### config.mk
export PLATFORM = sky130hd
export DESIGN_NAME = vpipe_inst_issuer_flat
export DESIGN_NICKNAME = d
export VERILOG_FILES = /design/src/rtl/vpipe_inst_issuer_if.sv /design/src/rtl/vpipe_inst_issuer.sv /design/src/flat_wrapper.sv
export SDC_FILE = /design/constraint.sdc
export NUM_CORES = 1
export LEC_CHECK = 0
export CORE_ASPECT_RATIO = 2
export CORE_MARGIN = 2
export CORE_UTILIZATION = 57
export CTS_CLUSTER_DIAMETER = 150
export DETAILED_ROUTE_END_ITERATION = 16
export PLACE_DENSITY = 0.82
export SYNTH_ARGS = -nofsm -noshare
export SYNTH_HDL_FRONTEND = slang
export SYNTH_SLANG_ARGS = --single-unit
### constraint.sdc
create_clock -name clk -period 6.2 [get_ports clk]
set_input_delay 1.55 -clock clk [delete_from_list [all_inputs] [get_ports clk]]
set_output_delay 1.55 -clock clk [all_outputs]
set_load 0.005 [all_outputs]
### src/rtl/vpipe_inst_issuer_if.sv
// Host-side push/stall handshake and the issue/retire observation bus of the
// vpipe instruction issuer.
interface vpipe_inst_issuer_if;
  logic       push_valid;
  logic [7:0] push_inst;
  logic       push_ready;
  logic       stall;
  logic [7:0] inst;
  logic       issue;
  logic       retire_valid;
  logic [1:0] retire_rd;
  logic [1:0] retire_op;
  logic [2:0] inflight;
  logic       busy;
  logic [3:0] cycle_cnt;

  modport master (
    output push_valid, push_inst, stall,
    input  push_ready, inst, issue, retire_valid, retire_rd, retire_op,
           inflight, busy, cycle_cnt
  );

  modport slave (
    input  push_valid, push_inst, stall,
    output push_ready, inst, issue, retire_valid, retire_rd, retire_op,
           inflight, busy, cycle_cnt
  );
endinterface

### src/rtl/vpipe_inst_issuer.sv
// Instruction source for vpipe benches: FIFO-buffered issue with RAW interlock,
// an in-flight tracker up to the retire point, and a saturating cycle counter.
module vpipe_inst_issuer #(
  parameter int DEPTH     = 4,
  parameter int LATENCY   = 3,
  parameter int INTERLOCK = 1
) (
  input  logic                clk,
  input  logic                rst_n,
  vpipe_inst_issuer_if.slave  bus
);
  localparam int AW = (DEPTH > 1) ? $clog2(DEPTH) : 1;
  localparam logic [AW:0] DEPTH_C = DEPTH[AW:0];

  typedef struct packed {
    logic       v;
    logic [1:0] op;
    logic [1:0] rd;
  } trk_t;

  logic [DEPTH-1:0][7:0]   mem;
  logic [AW-1:0]           wr_ptr, rd_ptr;
  logic [AW:0]             count;
  trk_t [LATENCY-1:0]      trk;
  logic [7:0]              head;
  logic [7:0]              inst_q;
  logic                    issue_q, started;
  logic [3:0]              cnt_q;
  logic [2:0]              infl;
  logic                    push, pop, hazard, ready;

  assign head  = mem[rd_ptr];
  assign ready = (count < DEPTH_C);
  assign push  = bus.push_valid && ready;
  assign pop   = !bus.stall && (count != '0) && !hazard;

  // Only producers younger than LATENCY-1 cycles block the head; the oldest
  // tracker slot has its result available by the time the consumer reads.
  always_comb begin
    hazard = 1'b0;
    if (INTERLOCK != 0 && count != '0 && head[7:6] != 2'b00) begin
      for (int k = 0; k <= LATENCY - 2; k++) begin
        if (trk[k].v && (trk[k].rd == head[5:4] || trk[k].rd == head[3:2]))
          hazard = 1'b1;
      end
    end
  end

  always_comb begin
    infl = '0;
    for (int k = 0; k < LATENCY; k++) infl = infl + 3'(trk[k].v);
  end

  always_ff @(posedge clk) begin
    if (push) mem[wr_ptr] <= bus.push_inst;
  end

  always_ff @(posedge clk or negedge rst_n) begin
    if (!rst_n) begin
      wr_ptr <= '0;
      rd_ptr <= '0;
      count  <= '0;
    end else begin
      if (push) wr_ptr <= wr_ptr + 1'b1;
      if (pop)  rd_ptr <= rd_ptr + 1'b1;
      case ({push, pop})
        2'b10:   count <= count + 1'b1;
        2'b01:   count <= count - 1'b1;
        default: count <= count;
      endcase
    end
  end

  always_ff @(posedge clk or negedge rst_n) begin
    if (!rst_n) begin
      inst_q  <= 8'h00;
      issue_q <= 1'b0;
      trk     <= '0;
      started <= 1'b0;
      cnt_q   <= 4'h0;
    end else begin
      if (!bus.stall) begin
        inst_q  <= pop ? head : 8'h00;
        issue_q <= pop;
        trk[0]  <= pop ? trk_t'{head[7:6] != 2'b00, head[7:6], head[1:0]} : trk_t'('0);
        for (int i = 1; i < LATENCY; i++) trk[i] <= trk[i-1];
      end else begin
        issue_q <= 1'b0;
      end
      if (pop) started <= 1'b1;
      if (started && cnt_q != 4'hF) cnt_q <= cnt_q + 4'h1;
    end
  end

  assign bus.push_ready   = ready;
  assign bus.inst         = inst_q;
  assign bus.issue        = issue_q;
  assign bus.retire_valid = trk[LATENCY-1].v;
  assign bus.retire_rd    = trk[LATENCY-1].v ? trk[LATENCY-1].rd : 2'b00;
  assign bus.retire_op    = trk[LATENCY-1].v ? trk[LATENCY-1].op : 2'b00;
  assign bus.inflight     = infl;
  assign bus.busy         = (count != '0) || (infl != '0);
  assign bus.cycle_cnt    = cnt_q;
endmodule

### src/flat_wrapper.sv
// flat-port wrapper written by rule: the top's interface ports become plain ports
module vpipe_inst_issuer_flat 
#(
  parameter int DEPTH     = 4,
  parameter int LATENCY   = 3,
  parameter int INTERLOCK = 1
)
  (clk, rst_n, bus_push_valid, bus_push_inst, bus_stall, bus_push_ready, bus_inst, bus_issue, bus_retire_valid, bus_retire_rd, bus_retire_op, bus_inflight, bus_busy, bus_cycle_cnt);
  vpipe_inst_issuer_if bus_i ();
  input  logic clk;
  input  logic rst_n;
  input wire logic [$bits(bus_i.push_valid)-1:0] bus_push_valid;
  input wire logic [$bits(bus_i.push_inst)-1:0] bus_push_inst;
  input wire logic [$bits(bus_i.stall)-1:0] bus_stall;
  output wire logic [$bits(bus_i.push_ready)-1:0] bus_push_ready;
  output wire logic [$bits(bus_i.inst)-1:0] bus_inst;
  output wire logic [$bits(bus_i.issue)-1:0] bus_issue;
  output wire logic [$bits(bus_i.retire_valid)-1:0] bus_retire_valid;
  output wire logic [$bits(bus_i.retire_rd)-1:0] bus_retire_rd;
  output wire logic [$bits(bus_i.retire_op)-1:0] bus_retire_op;
  output wire logic [$bits(bus_i.inflight)-1:0] bus_inflight;
  output wire logic [$bits(bus_i.busy)-1:0] bus_busy;
  output wire logic [$bits(bus_i.cycle_cnt)-1:0] bus_cycle_cnt;
  assign bus_i.push_valid = bus_push_valid;
  assign bus_i.push_inst = bus_push_inst;
  assign bus_i.stall = bus_stall;
  assign bus_push_ready = bus_i.push_ready;
  assign bus_inst = bus_i.inst;
  assign bus_issue = bus_i.issue;
  assign bus_retire_valid = bus_i.retire_valid;
  assign bus_retire_rd = bus_i.retire_rd;
  assign bus_retire_op = bus_i.retire_op;
  assign bus_inflight = bus_i.inflight;
  assign bus_busy = bus_i.busy;
  assign bus_cycle_cnt = bus_i.cycle_cnt;
  vpipe_inst_issuer #(.DEPTH(DEPTH), .LATENCY(LATENCY), .INTERLOCK(INTERLOCK)) u_core (.clk(clk), .rst_n(rst_n), .bus(bus_i));
endmodule
==> results of run 1 <==
-- worst register-to-register path, delay by kind of cell, from the launching register on --
kind                     cells  cell delay, ns
AO/OA/AOI/OAI                2            0.49
multiplexers                 1            0.65
adder cells (fa/ha/maj)      2            0.69
buffers and inverters        1            0.06
flip-flops                   1            0.73
AND/OR/NAND/NOR              2            0.80
XOR/XNOR                     3            0.43
-- Yosys cell counts, types with 3 or more instances --
cell      number
dfrtp_1       32
edfxtp_1      32
xnor2_1       12
mux2_2        11
a22o_1         9
ha_1           9
and2_1         8
inv_1          8
nand2_1        7
mux4_2         6
buf_4          4
nor3_1         4
a21oi_1        3
-- final cells by class --
type	count	area, µm²
Sequential cell	64	1760
Fill cell	325	1340
Multi-Input combinational cell	90	898
Timing Repair Buffer	35	348
Clock buffer	9	124
Clock inverter	7	72.6
Tap cell	55	68.8
Inverter	8	30.0
-- final timing paths --
path                                  start                  to  slack [ns]
max                               bus_stall     u_core.count[2]        2.01
min                          u_core.trk[12]      u_core.trk[12]        0.50
max reg2reg                u_core.rd_ptr[0]     u_core.count[2]        2.29
min reg2reg                  u_core.trk[12]      u_core.trk[12]        0.50
max in group asynchronous             rst_n      u_core.trk[12]        4.31
min in group asynchronous             rst_n  u_core.bus.inst[6]        1.61
-- power by group --
| part | switching, µW | internal (µW) | total (µW) |
|---|---|---|---|
| logic | 278 | 380 | 659 |
| clock network | 160 | 185 | 345 |
| registers | 119 | 578 | 697 |
| total | 558 | 1140 | 1700 |
-- sequential cells by signal, summed over array words and instances, names as in the netlist --
| register | cells |
|---|---|
| u_core.wr_ptr | 2 |
| u_core.trk | 10 |
| u_core.rd_ptr | 2 |
| u_core.bus.cycle_cnt | 4 |
| u_core.bus.inst | 8 |
| u_core.bus.issue | 1 |
| u_core.started | 1 |
| u_core.mem | 32 |
| u_core.count | 3 |
| u_core.bus.retire_valid | 1 |
-- metrics by stage --
| step | hold slack (ns) | worst slack [ns] | power [µW] |
|---|---|---|---|
| CTS | 0.505 | 1.98 | 1720 |
| finish | 0.499 | 2.01 | 1700 |
| detailed placement | 0.490 | 1.64 | 1370 |
| floorplan | 0.468 | 3.24 | 1140 |
| global route | 0.517 | 1.79 | 1820 |
| global placement | 0.484 | 1.75 | 1320 |
-- logic make-up (layout without fill, tap and decap cells) --
group,count (synthesis),after routing
DFF,64,64
and+or+nand+nor,28,28
muxes,19,19
buffers and inverters,18,59
AOI/OAI and AO/OA,17,17
xor gates and xnor gates,15,15
adders and majority gates,11,11
-- routing by layer --
layer  track usage (%)  part of all wire [%]
met1              18.5                    34
met2              34.9                    59
met3              5.70                   3.9
met4              12.6                   2.8
met5                 0                     0
-- placed cells by master (no fill, tap or decap) --
master / instances
nand4_1: 1
edfxtp_1: 32
inv_1: 8
mux4_1: 2
nand2_1: 7
nor2_1: 2
nand3_1: 1
clkinvlp_4: 2
fa_1: 2
clkdlybuf4s50_1: 34
or2_2: 1
or2_1: 1
xnor2_1: 12
a22o_1: 9
mux2_2: 11
nor4b_2: 1
nor2b_1: 1
buf_4: 1
nor3_1: 4
mux4_2: 6
xor2_2: 1
xor2_1: 2
o22ai_2: 1
o21ai_0: 2
clkbuf_8: 9
bufinv_16: 1
nor3_2: 1
a22oi_2: 1
a22oi_1: 1
clkinv_2: 2
ha_1: 9
clkinv_4: 2
a21oi_1: 3
dfrtp_1: 32
and2_1: 8
==> results.toml, run 1 <==
[clocking]
htree_levels = 3
cts_setup_buffers = 0
tritoncts = "yes"
ctsHoldBuffers = 0
cts.sinks = 64
cts_root_buf = "clkbuf_8"
cts.repair.resized = 0
clk_pin_slew_ns = 0.07
insertion_delay_ns = 0.34
cts_buffer_depth = 2
cts-buffers-inserted = 9

[worst_setup_path]
path_depth = 8
crit_type = "in2reg"
rr_worst_depth = 11
endpoint_kind = "flop"
cp_top_family = "simple AND/OR/NAND/NOR gates"
start_kind = "input pin"
crit_fanout = 22
crit_chain = "clkdlybuf4s50_1 -> nor3_2 -> ha_1 -> inv_1 -> fa_1 -> xor2_1 -> nor2_1 -> xnor2_1"
critPathMaxStageDelay_ns = 0.88
slowest_stage = "clkdlybuf4s50_1"
path_buf_inv = 2
cp.arrival_ns = 4.45
crit_required_ns = 6.46

[status]
status = "finished, final reports clean"

[routing]
drcViolationCount = 0
postRouteAntennaNets = 0
routed_wl_mm = 4.59
via_per_inst = 5.52
wl_per_cell_um = 17.1
drt_iter0_markers = 9
first_pass_iters = 4
vias = 1480

[global_route]
grt_start_max_net_pins = 33
grt_antenna_before_repair = 0
grt_overflow_total = 0
grt_pass1_vias = 1648
grtUsageTotal_pct = 19.6
grt_pass1_wl_mm = 7.31

[timing]
finalSetupTns_ns = 0
slew_headroom_pct = 39.4
skew_ns = 0.00608
worst_pin_slew_ns = 0.906
drv_slew = 0
setup_viol = 0
min_period_ns = 4.19
rsz0062_at_grt = "no"
max_freq_ghz = 0.239
final.period_utilization_pct = 67.5
hold_viol = 0

[die]
core_um2 = 4640
die_area_um2 = 5450
die_h_um = 102
rows = 35
top_level_ports = 35
die_w_um = 53.2
initial_core_util_pct = 59.4

[synthesis]
synth_top_area_cell = "edfxtp_1"
yosys.area_share.simple_pct = 5.76
ys_seq_area_share_pct = 63.9
synth_top_family_by_area = "multiplexers"
yosys-top-cells-area = "edfxtp_1, dfrtp_1, mux4_2"
syn_inst = 172
synthMuxAreaShare_pct = 11.3
synth-compound-area-share_pct = 4.94
ys_ff_latch = 64
yosys.area.top_type_share_pct = 34.8
synthAdderAreaFrac_pct = 5.53
synth_xor_xnor_area_share_pct = 5.03
syn_nets = 195
syn-mean-instance-area_um2 = 16.0
yosys_warnings = 0
synthesis.area_um2 = 2760
yosys.cell_types.count = 33
ys.flop_type = "edfxtp_1"
synthArstFlopShare_pct = 50.0
synth_edf_count = 32

[finish]
drive_gt1_share_pct = 18.8
area_growth_pct = 19.7
fin_nets = 231
final_cells = 268
n_antenna_cell = 0
fin_area_um2 = 3300
final_core_util_pct = 71.2

[place]
place.gp.congestion = 0.783
portBuffers = 34
hpwl_mm = 3.30
place_area_um2 = 3110
placed_cells = 252

[pwr]
ir_worst_vdd_mv = 0.307
p_leak_uw = 0.00129
powerDensity_nw_per_um2 = 515

[run]
maxCapViolations = 0

[min_path]
min_path_cells = 1
min_path_type = "reg2reg"
Note: power is estimated with default switching activity, not from simulation.
==> run 2, diff against run 1 <==
CORE_UTILIZATION = 49   (was 57)
PLACE_DENSITY = 0.75   (was 0.82)
clock period = 3.8 ns   (was 6.2 ns; I/O delays follow)
==> results.toml, run 2 (synthesis results as in run 1) <==
[status]
status = "finished, final reports clean"

[timing]
setup_viol = 0
finalSetupTns_ns = 0
final.period_utilization_pct = 85.6
slew_headroom_pct = 59.4
worst_pin_slew_ns = 0.605
drv_slew = 0
whs_ns = 0.508
hold_viol = 0
min_period_ns = 3.25
max_freq_ghz = 0.307
rsz0062_at_grt = "no"
skew_ns = 0.00788

[place]
hpwl_mm = 3.49
place.gp.congestion = 0.769
portBuffers = 34

[worst_setup_path]
critPathCapture = "u_core.count[2]"
r2r_slack_ns = 0.55
crit_fanout = 10
crit_required_ns = 4.07
crit_type = "reg2reg"
r2r_start = "u_core.rd_ptr[0]"
endpoint_kind = "flop"
rr_worst_depth = 11
r2r_end = "u_core.count[2]"
cp-startpoint = "u_core.rd_ptr[0]"
cp.arrival_ns = 3.52
start_kind = "flop"

[die]
initial_core_util_pct = 50.9
core_um2 = 5420
die_h_um = 110
rows = 38
die_area_um2 = 6280
top_level_ports = 35
die_w_um = 57.1

[pwr]
p_sw_share_pct = 30.9
powerDensity_nw_per_um2 = 867
pwr-share-comb_pct = 37.4
power_uw = 2920
p_clk_share_pct = 23.5
pwr-share-seq_pct = 39.1
ir_worst_vdd_mv = 0.638
internal_power_uw = 2010
p_leak_uw = 0.00132
p_sw_uw = 902

[global_route]
grt_start_max_net_pins = 33
grt_pass1_vias = 1632
grtUsageTotal_pct = 17.0
grt_overflow_total = 0
grt_antenna_before_repair = 0
grt_pass1_wl_mm = 7.79

[clocking]
cts_root_buf = "clkbuf_8"
ctsHoldBuffers = 0
cts.repair.resized = 0
cts-buffers-inserted = 9
tritoncts = "yes"
clk_pin_slew_ns = 0.07
cts.sinks = 64
cts_buffer_depth = 2
insertion_delay_ns = 0.34
cts_setup_buffers = 0
htree_levels = 3

[routing]
vias = 1492
drt_iter0_markers = 31
wl_per_cell_um = 17.3
via_per_inst = 5.43
postRouteAntennaNets = 0
drcViolationCount = 0
routed_wl_mm = 4.77
first_pass_iters = 4

[finish]
layout_common_cells = "clkdlybuf4s50_1, dfrtp_1, edfxtp_1, xnor2_1, mux2_2"
multi_input_area_um2 = 898
area_growth_pct = 21.9
drive_gt1_share_pct = 19.1
ff_latch_area_um2 = 1760
fin_nets = 233
layout_commonest_cell = "clkdlybuf4s50_1"
fillers = 412
n_antenna_cell = 0
largest_register_ffs = 32
top_register = "u_core.mem"

[run]
maxCapViolations = 0

[min_path]
min_path_type = "reg2reg"
-- run 2: power by group through the flow --
| stage | combinational [µW] | sequential [µW] | clock, µW |
|---|---|---|---|
| 2_1_floorplan | 793 | 1070 | 0 |
| 3_3_place_gp | 1040 | 1140 | 0 |
| 3_5_place_dp | 1100 | 1160 | 0 |
| 4_1_cts | 1110 | 1140 | 697 |
| 5_1_grt | 1200 | 1170 | 728 |
| 6_report | 1090 | 1140 | 686 |
-- run 2: worst min path at each step --
stage,start,end,slack (ns),depth (start not counted)
after floorplan,u_core.count[0],u_core.count[0],0.47,1
after global placement,u_core.count[0],u_core.count[0],0.48,1
after detailed placement,u_core.count[0],u_core.count[0],0.49,1
after CTS,u_core.count[0],u_core.count[0],0.51,1
after global routing,u_core.count[0],u_core.count[0],0.52,1
final,u_core.count[0],u_core.count[0],0.51,1
-- run 2: routing by layer --
layer / up-vias / share of wire [%] / track usage, % / routed length, µm
met5: - / 0 / 0 / 0
met2: 30 / 59 / 31.3 / 2820
met4: 0 / 2.1 / 7.97 / 102
li1: 694 / - / - / -
met1: 760 / 35 / 17.3 / 1680
met3: 8 / 3.6 / 4.90 / 170
-- run 2: worst max-delay path, cell delays in order, from the launching register on --
cell,delay (ns)
dfrtp_1,0.73
mux4_2,0.64
xnor2_1,0.15
a22oi_1,0.23
o22ai_2,0.15
nor3_2,0.20
ha_1,0.21
inv_1,0.07
fa_1,0.38
xor2_1,0.15
nor2_1,0.13
xnor2_1,0.13
-- run 2: final cells by class --
class / count / area share, %
clock buffers: 10 / 3.79
clock inverters: 6 / 3.20
inverters: 8 / 0.893
multi-input cells: 90 / 26.7
flip-flops and latches: 64 / 52.4
well taps: 60 / 2.23
repair buffers: 37 / 10.8
-- run 2: metrics by stage --
stage               std cells  setup slack (ns)  instance area, µm²  util, %
floorplan                 172             0.884                2760        -
global placement          259             0.675                3130     57.7
detailed placement        259             0.549                3130     57.7
CTS                       275             0.504                3360     62.0
global route              275             0.349                3360     62.0
finish                    275             0.547                3360     62.0
==> run 3, diff against run 2 <==
HOLD_SLACK_MARGIN = 0.05   (was default)
==> results of run 3 <==
No change in the layout: final DEF, timing and power equal those of run 2.
